===== src/rtl/ga25_pkg.sv =====
// Shared slot/state types and rowscroll constants for the GA25 VRAM scheduler.
package ga25_pkg;

  typedef enum logic [2:0] {
    SLOT_L0A     = 3'd0,
    SLOT_L0D     = 3'd1,
    SLOT_L1A     = 3'd2,
    SLOT_L1D     = 3'd3,
    SLOT_IDLE4   = 3'd4,
    SLOT_IDLE5   = 3'd5,
    SLOT_CPU     = 3'd6,
    SLOT_CPUDONE = 3'd7
  } slot_t;

  typedef enum logic [1:0] {
    CPU_IDLE   = 2'd0,
    CPU_PEND   = 2'd1,
    CPU_ISSUED = 2'd2
  } cpu_state_t;

  localparam logic [14:0] RS_DUMMY_ADDR = 15'h7800;
  localparam logic [14:0] RS_L1_OFS     = 15'h0200;
  localparam logic [14:0] RS_L2_OFS     = 15'h0400;

  localparam logic [3:0] BURST_DUMMY0   = 4'd0;
  localparam logic [3:0] BURST_RS0_ADDR = 4'd4;
  localparam logic [3:0] BURST_RS0_DATA = 4'd7;
  localparam logic [3:0] BURST_RS1_ADDR = 4'd8;
  localparam logic [3:0] BURST_RS1_DATA = 4'd10;
  localparam logic [3:0] BURST_DUMMY2   = 4'd12;
  localparam logic [3:0] BURST_END      = 4'd15;

  // Row index into a 512-entry rowscroll table; the 10-bit sum wraps and bit 9 is dropped.
  function automatic logic [14:0] rs_addr(input logic [14:0] table_base,
                                          input logic [9:0]  y_ofs,
                                          input logic [9:0]  line);
    logic [9:0] sum;
    sum = y_ofs + line;
    return table_base + 15'(sum & 10'h1ff);
  endfunction

endpackage


===== src/rtl/ga25_vram_sched.sv =====
// GA25 VRAM time-division scheduler: 8-slot layer/CPU cycle plus a 16-step
// per-line rowscroll burst, with a busy handshake toward the CPU bus.
module ga25_vram_sched
  import ga25_pkg::*;
#(
  parameter logic [14:0] RS_BASE = 15'h7a00
) (
  input  logic        clk,
  input  logic        reset,
  input  logic        ce,
  input  logic        hpulse,
  input  logic [9:0]  ve,
  input  logic [9:0]  y_ofs0,
  input  logic [9:0]  y_ofs1,
  input  logic [14:0] layer_addr0,
  input  logic [14:0] layer_addr1,
  input  logic        mem_cs,
  input  logic        mem_rd,
  input  logic        mem_wr,
  input  logic [14:0] addr,
  input  logic [15:0] cpu_din,
  output logic [15:0] cpu_dout,
  output logic        busy,
  output logic [14:0] vram_addr,
  output logic [15:0] vram_data,
  output logic        vram_we,
  input  logic [15:0] vram_q,
  output logic [1:0]  layer_load,
  output logic [15:0] index_latch,
  output logic [9:0]  rowscroll0,
  output logic [9:0]  rowscroll1
);

  slot_t      slot;
  cpu_state_t cpu_state;
  logic       is_write;
  logic       prev_access;
  logic       rs_pending;
  logic       rs_active;
  logic [3:0] burst_cnt;

  logic access;
  logic capture;

  assign access  = mem_cs & (mem_rd | mem_wr);
  assign capture = access & ~prev_access & (cpu_state == CPU_IDLE);
  assign busy    = (cpu_state != CPU_IDLE);

  always_ff @(posedge clk) begin
    if (reset) begin
      slot        <= SLOT_L0A;
      cpu_state   <= CPU_IDLE;
      is_write    <= 1'b0;
      prev_access <= 1'b0;
      rs_pending  <= 1'b0;
      rs_active   <= 1'b0;
      burst_cnt   <= '0;
      cpu_dout    <= '0;
      vram_addr   <= '0;
      vram_data   <= '0;
      vram_we     <= 1'b0;
      layer_load  <= '0;
      index_latch <= '0;
      rowscroll0  <= '0;
      rowscroll1  <= '0;
    end else begin
      vram_we     <= 1'b0;
      prev_access <= access;

      // CPU capture runs every clk; slot actions below only touch PEND/ISSUED states.
      if (capture) begin
        cpu_state <= CPU_PEND;
        is_write  <= mem_wr;
      end

      if (ce) begin
        layer_load <= '0;
        slot       <= slot_t'(slot + 3'd1);

        if (rs_active) begin
          burst_cnt <= burst_cnt + 4'd1;
          case (burst_cnt)
            BURST_DUMMY0:   vram_addr  <= RS_DUMMY_ADDR;
            BURST_RS0_ADDR: vram_addr  <= rs_addr(RS_BASE, y_ofs0, ve);
            BURST_RS0_DATA: rowscroll0 <= vram_q[9:0];
            BURST_RS1_ADDR: vram_addr  <= rs_addr(RS_BASE + RS_L1_OFS, y_ofs1, ve);
            BURST_RS1_DATA: rowscroll1 <= vram_q[9:0];
            BURST_DUMMY2:   vram_addr  <= rs_addr(RS_BASE + RS_L2_OFS, y_ofs1, ve);
            BURST_END:      rs_active  <= 1'b0;
            default: ;
          endcase
        end else begin
          case (slot)
            SLOT_L0A: vram_addr <= layer_addr0;
            SLOT_L0D: begin
              index_latch  <= vram_q;
              vram_addr[0] <= 1'b1;
              layer_load   <= 2'b01;
            end
            SLOT_L1A: vram_addr <= layer_addr1;
            SLOT_L1D: begin
              index_latch  <= vram_q;
              vram_addr[0] <= 1'b1;
              layer_load   <= 2'b10;
            end
            SLOT_CPU: begin
              if (cpu_state == CPU_PEND) begin
                vram_addr <= addr;
                vram_data <= cpu_din;
                vram_we   <= is_write;
                cpu_state <= CPU_ISSUED;
              end
            end
            SLOT_CPUDONE: begin
              if (cpu_state == CPU_ISSUED) begin
                cpu_dout  <= vram_q;
                cpu_state <= CPU_IDLE;
              end
              if (rs_pending) begin
                rs_pending <= 1'b0;
                rs_active  <= 1'b1;
                burst_cnt  <= '0;
              end
            end
            default: ;
          endcase
        end

        // Placed last so a line start on the burst-launch ce re-arms the next burst.
        if (hpulse) begin
          slot       <= SLOT_CPUDONE;
          rs_pending <= 1'b1;
        end
      end
    end
  end

endmodule

===== config.mk =====
export PLATFORM = sky130hd
export DESIGN_NAME = ga25_vram_sched
export DESIGN_NICKNAME = d
export VERILOG_FILES = /design/src/rtl/ga25_pkg.sv /design/src/rtl/ga25_vram_sched.sv
export SDC_FILE = /design/constraint.sdc
export NUM_CORES = 1
export LEC_CHECK = 0
export CORE_MARGIN = 2
export CORE_UTILIZATION = 47
export CTS_CLUSTER_SIZE = 24
export DETAILED_ROUTE_END_ITERATION = 10
export PLACE_DENSITY = 0.93
export SLEW_MARGIN = 20
export SYNTH_ARGS = -nofsm -noshare
export SYNTH_HDL_FRONTEND = slang
export SYNTH_SLANG_ARGS = --single-unit

===== constraint.sdc =====
create_clock -name clk -period 3.4 [get_ports clk]
set_clock_uncertainty 0.05 [all_clocks]
set_input_delay 0.68 -clock clk [delete_from_list [all_inputs] [get_ports clk]]
set_output_delay 0.68 -clock clk [all_outputs]
set_load 0.05 [all_outputs]

==> flow_summary_export.csv <==
group,metric,value,unit
sta,finalCritPeriodShare,76.9,%
logic_synthesis,syn_inst,589,
worst_setup_path,worst_ep_required_time,2670,ps
hold_path,min_from,"cpu_dout[0]$_SDFFE_PP0P_",
sta,setup_viol,0,
power,power.total,2.59,mW
floorplanning,die-area,11500,µm²
hold_path,whs_path_depth,2,
floorplanning,rows,37,
layout,nNetsFinal,912,
worst_setup_path,cp-end-kind,"output port",
sta,fmax,383,MHz
worst_setup_path,r2r_cells,8,
logic_synthesis,yosysMostFrequentCell,"dfxtp_1",
logic_synthesis,synth_area_per_cell,8.49,µm²
sta,final.setup.tns,0,ps
logic_synthesis,yosys-top-cells-count,"dfxtp_1, nand2_1, nor2_1",
layout,final_cells,911,
logic_synthesis,ys.flop_type,"dfxtp_1",
sta,hold_violations,0,
logic_synthesis,synthesis.nets,731,
power,power.leakage,2.69,nW
logic_synthesis,synth_area_leader_cell,"dfxtp_1",
global_route,grt_pass1_wl,23.8,mm
clock_tree,clock_latency,360,ps
sta,post-route-min-period,2610,ps
global_route,met3_usage,6.02,%
detailed_routing,vias,4969,
hold_path,holdPathEnd,"cpu_dout[0]$_SDFFE_PP0P_",
detailed_routing,drc,0,
logic_synthesis,netlist_area,5000,µm²
clock_tree,clock_sinks,99,
sta,slew_viol_final,0,
floorplanning,io_pins,201,
floorplanning,core-area,10300,µm²
logic_synthesis,yosysSeqAreaShare,39.6,%
worst_setup_path,critical_path.max_fanout,8,
logic_synthesis,yosys-top-cells-area,"dfxtp_1, mux2i_1, nand2_1",
detailed_routing,first_pass_iters,5,
logic_synthesis,async_flop_share,0,%
worst_setup_path,crit_type,"register to output port",
clock_tree,ctsHtreeMaxLevel,3,
worst_setup_path,path_cells,"or2_2 -> clkdlybuf4s50_1",
clock_tree,cts_tree,"done",
global_route,grt_max_degree,59,
placement,dp_hpwl,11.4,mm
floorplanning,die_w,107,µm
clock_tree,cts_max_path_buffers,2,
layout,area_growth,44.3,%
worst_setup_path,r2r_slack,910,ps
detailed_routing,drt_iter0_drc,271,
clock_tree,cts-root-buf,"clkbuf_8",
global_route,grtUsageMet1,29.2,%
sta,max_slew_margin,50.2,%
placement,dpl.cell_count,895,
floorplanning,fp.dieH,107,µm
placement,place_area,7010,µm²
job,maxCapViolCount,0,
sta,tightest_slew,744,ps
worst_setup_path,cpMaxStageDelayCell,"clkdlybuf4s50_1",
layout,drive_above_1_share,4.77,%
layout,seq_area,1980,µm²
global_route,gr-total-overflow,0,
power,p_int,1.82,mW
worst_setup_path,slowest_delay,830,ps
hold_path,hold_class,"register to register",
detailed_routing,antenna_left,0,
sta,rsz0062_at_grt,"no",
layout,n_antenna_cell,0,
placement,port_buffers,197,
logic_synthesis,synth_warnings,0,
global_route,antenna_found_initial,0,
worst_setup_path,startpoint_type,"register",
logic_synthesis,synthDominantCellAreaShare,39.6,%
clock_tree,cts-resized-gates,0,
layout,fin_area,7210,µm²
power,switching_share,29.7,%
layout,num-fill-cells,779,
power,max-vdd-ir-drop,0.255,mV
power,pwr-share-seq,47.0,%
logic_synthesis,ys_ff_latch,99,
power,p_clk_share,29.1,%
worst_setup_path,r2r-start,"slot[0]$_SDFFE_PP0P_",
clock_tree,cts.reportedPaths.clkPinSlew,100,ps
detailed_routing,routedWlPerCell,16.6,µm
layout,multi_input_comb_area,2780,µm²
global_route,grt_util_all_layers,25.8,%
power,power.share.combinational,23.9,%
power,p_sw,0.768,mW
clock_tree,cts_setup_buffers,0,
outcome,status,"finished, final reports clean",
clock_tree,ctsHoldBuffers,0,
global_route,use_met2,46.6,%
global_route,gr-max-usage-layer,"met2",
logic_synthesis,ys_types,53,
worst_setup_path,arrival,1880,ps
placement,place_congestion,0.840,
detailed_routing,drt-total-wl,15.1,mm
worst_setup_path,r2r_end,"vram_addr[6]$_SDFFE_PP0P_",
logic_synthesis,synth-edff-count,0,
power,power.density,359,nW/µm²
clock_tree,numCtsBuffers,9,
detailed_routing,vias_per_cell,5.45,
global_route,grt_pass1_vias,4968,
floorplanning,start_util,48.4,%
[critical path, delay by kind of cell, from the launching register on]
| kind | cells | cell delay, ps |
|---|---|---|
| buffers and inverters | 1 | 830 |
| flip-flops | 1 | 500 |
| AND/OR/NAND/NOR | 1 | 190 |
[through the flow]
step / hold WS, ps / utilization, % / setup slack (ps)
3_3_place_gp: 390 / 67.9 / 527
6_report: 407 / 69.9 / 786
5_1_grt: 426 / 69.9 / 694
2_1_floorplan: 402 / - / 1200
3_5_place_dp: 396 / 67.9 / 474
4_1_cts: 407 / 69.8 / 783
[sequential cells by signal, indices dropped and copies added, names as in the netlist]
| register | count |
|---|---|
| vram_we | 1 |
| prev_access | 1 |
| slot | 3 |
| rowscroll0 | 10 |
| is_write | 1 |
| cpu_state | 2 |
| burst_cnt | 4 |
| index_latch | 16 |
| rs_pending | 1 |
| layer_load | 2 |
| rowscroll1 | 10 |
| vram_addr | 15 |
| cpu_dout | 16 |
| rs_active | 1 |
| vram_data | 16 |
[worst max path at each step]
stage                                  startpoint                         to  slack, ps  cells past startpoint
after floorplan                             ve[2]  vram_addr[7]$_SDFFE_PP0P_       1200                      7
after global placement                      ve[0]  vram_addr[6]$_SDFFE_PP0P_        530                     10
after detailed placement                    ve[0]  vram_addr[6]$_SDFFE_PP0P_        470                     10
after CTS                 cpu_state[1]$_SDFF_PP0_                       busy        780                      2
after global routing      cpu_state[1]$_SDFF_PP0_                       busy        690                      2
final                     cpu_state[1]$_SDFF_PP0_                       busy        790                      2
[layer usage]
metal / wire length (µm) / part of all wire (%) / vias up
met4: 548 / 3.6 / 0
met2: 7670 / 51 / 204
met3: 1080 / 7.1 / 47
li1: - / - / 2405
met1: 5850 / 39 / 2313
met5: 0 / 0 / -
[power groups by stage]
stage	registers, mW	clock network (mW)	logic, mW
2_1_floorplan	1.34	0	0.260
3_3_place_gp	1.24	0	0.586
4_1_cts	1.22	0.770	0.611
3_5_place_dp	1.24	0	0.607
6_report	1.22	0.754	0.618
5_1_grt	1.22	0.816	0.657
[cells in the final DEF, fill, tap and decap left out, drive strengths merged, types with 5 or more instances in the layout]
| cell type | instances |
|---|---|
| nor2b | 6 |
| inv | 19 |
| clkdlybuf4s50 | 196 |
| clkbuf | 11 |
| a21oi | 57 |
| nand2 | 89 |
| a311oi | 7 |
| ha | 26 |
| xor2 | 6 |
| dfxtp | 99 |
| a211oi | 13 |
| or3 | 5 |
| mux2i | 52 |
| nor3 | 14 |
| a31oi | 6 |
| o21ai | 20 |
| nand3 | 13 |
| and2 | 5 |
| o211ai | 5 |
| nor2 | 75 |
| buf | 8 |
[logic make-up after synthesis]
group                      synth area share (%)
and+or+nand+nor                            19.7
AOI/OAI and AO/OA                          16.2
DFF                                        39.6
muxes                                      10.4
buffers and inverters                      4.91
adders and majority gates                  7.31
xor gates and xnor gates                   1.75
[cell type report]
class,count,share of cell area [%]
sequential,99,27.5
clock buffer,11,1.82
tap,136,2.36
timing repair buffer,204,28.0
clock inverter,5,0.833
inverter,17,0.885
multi-input combinational,439,38.6
No activity file was read; power rests on OpenSTA's default activity.
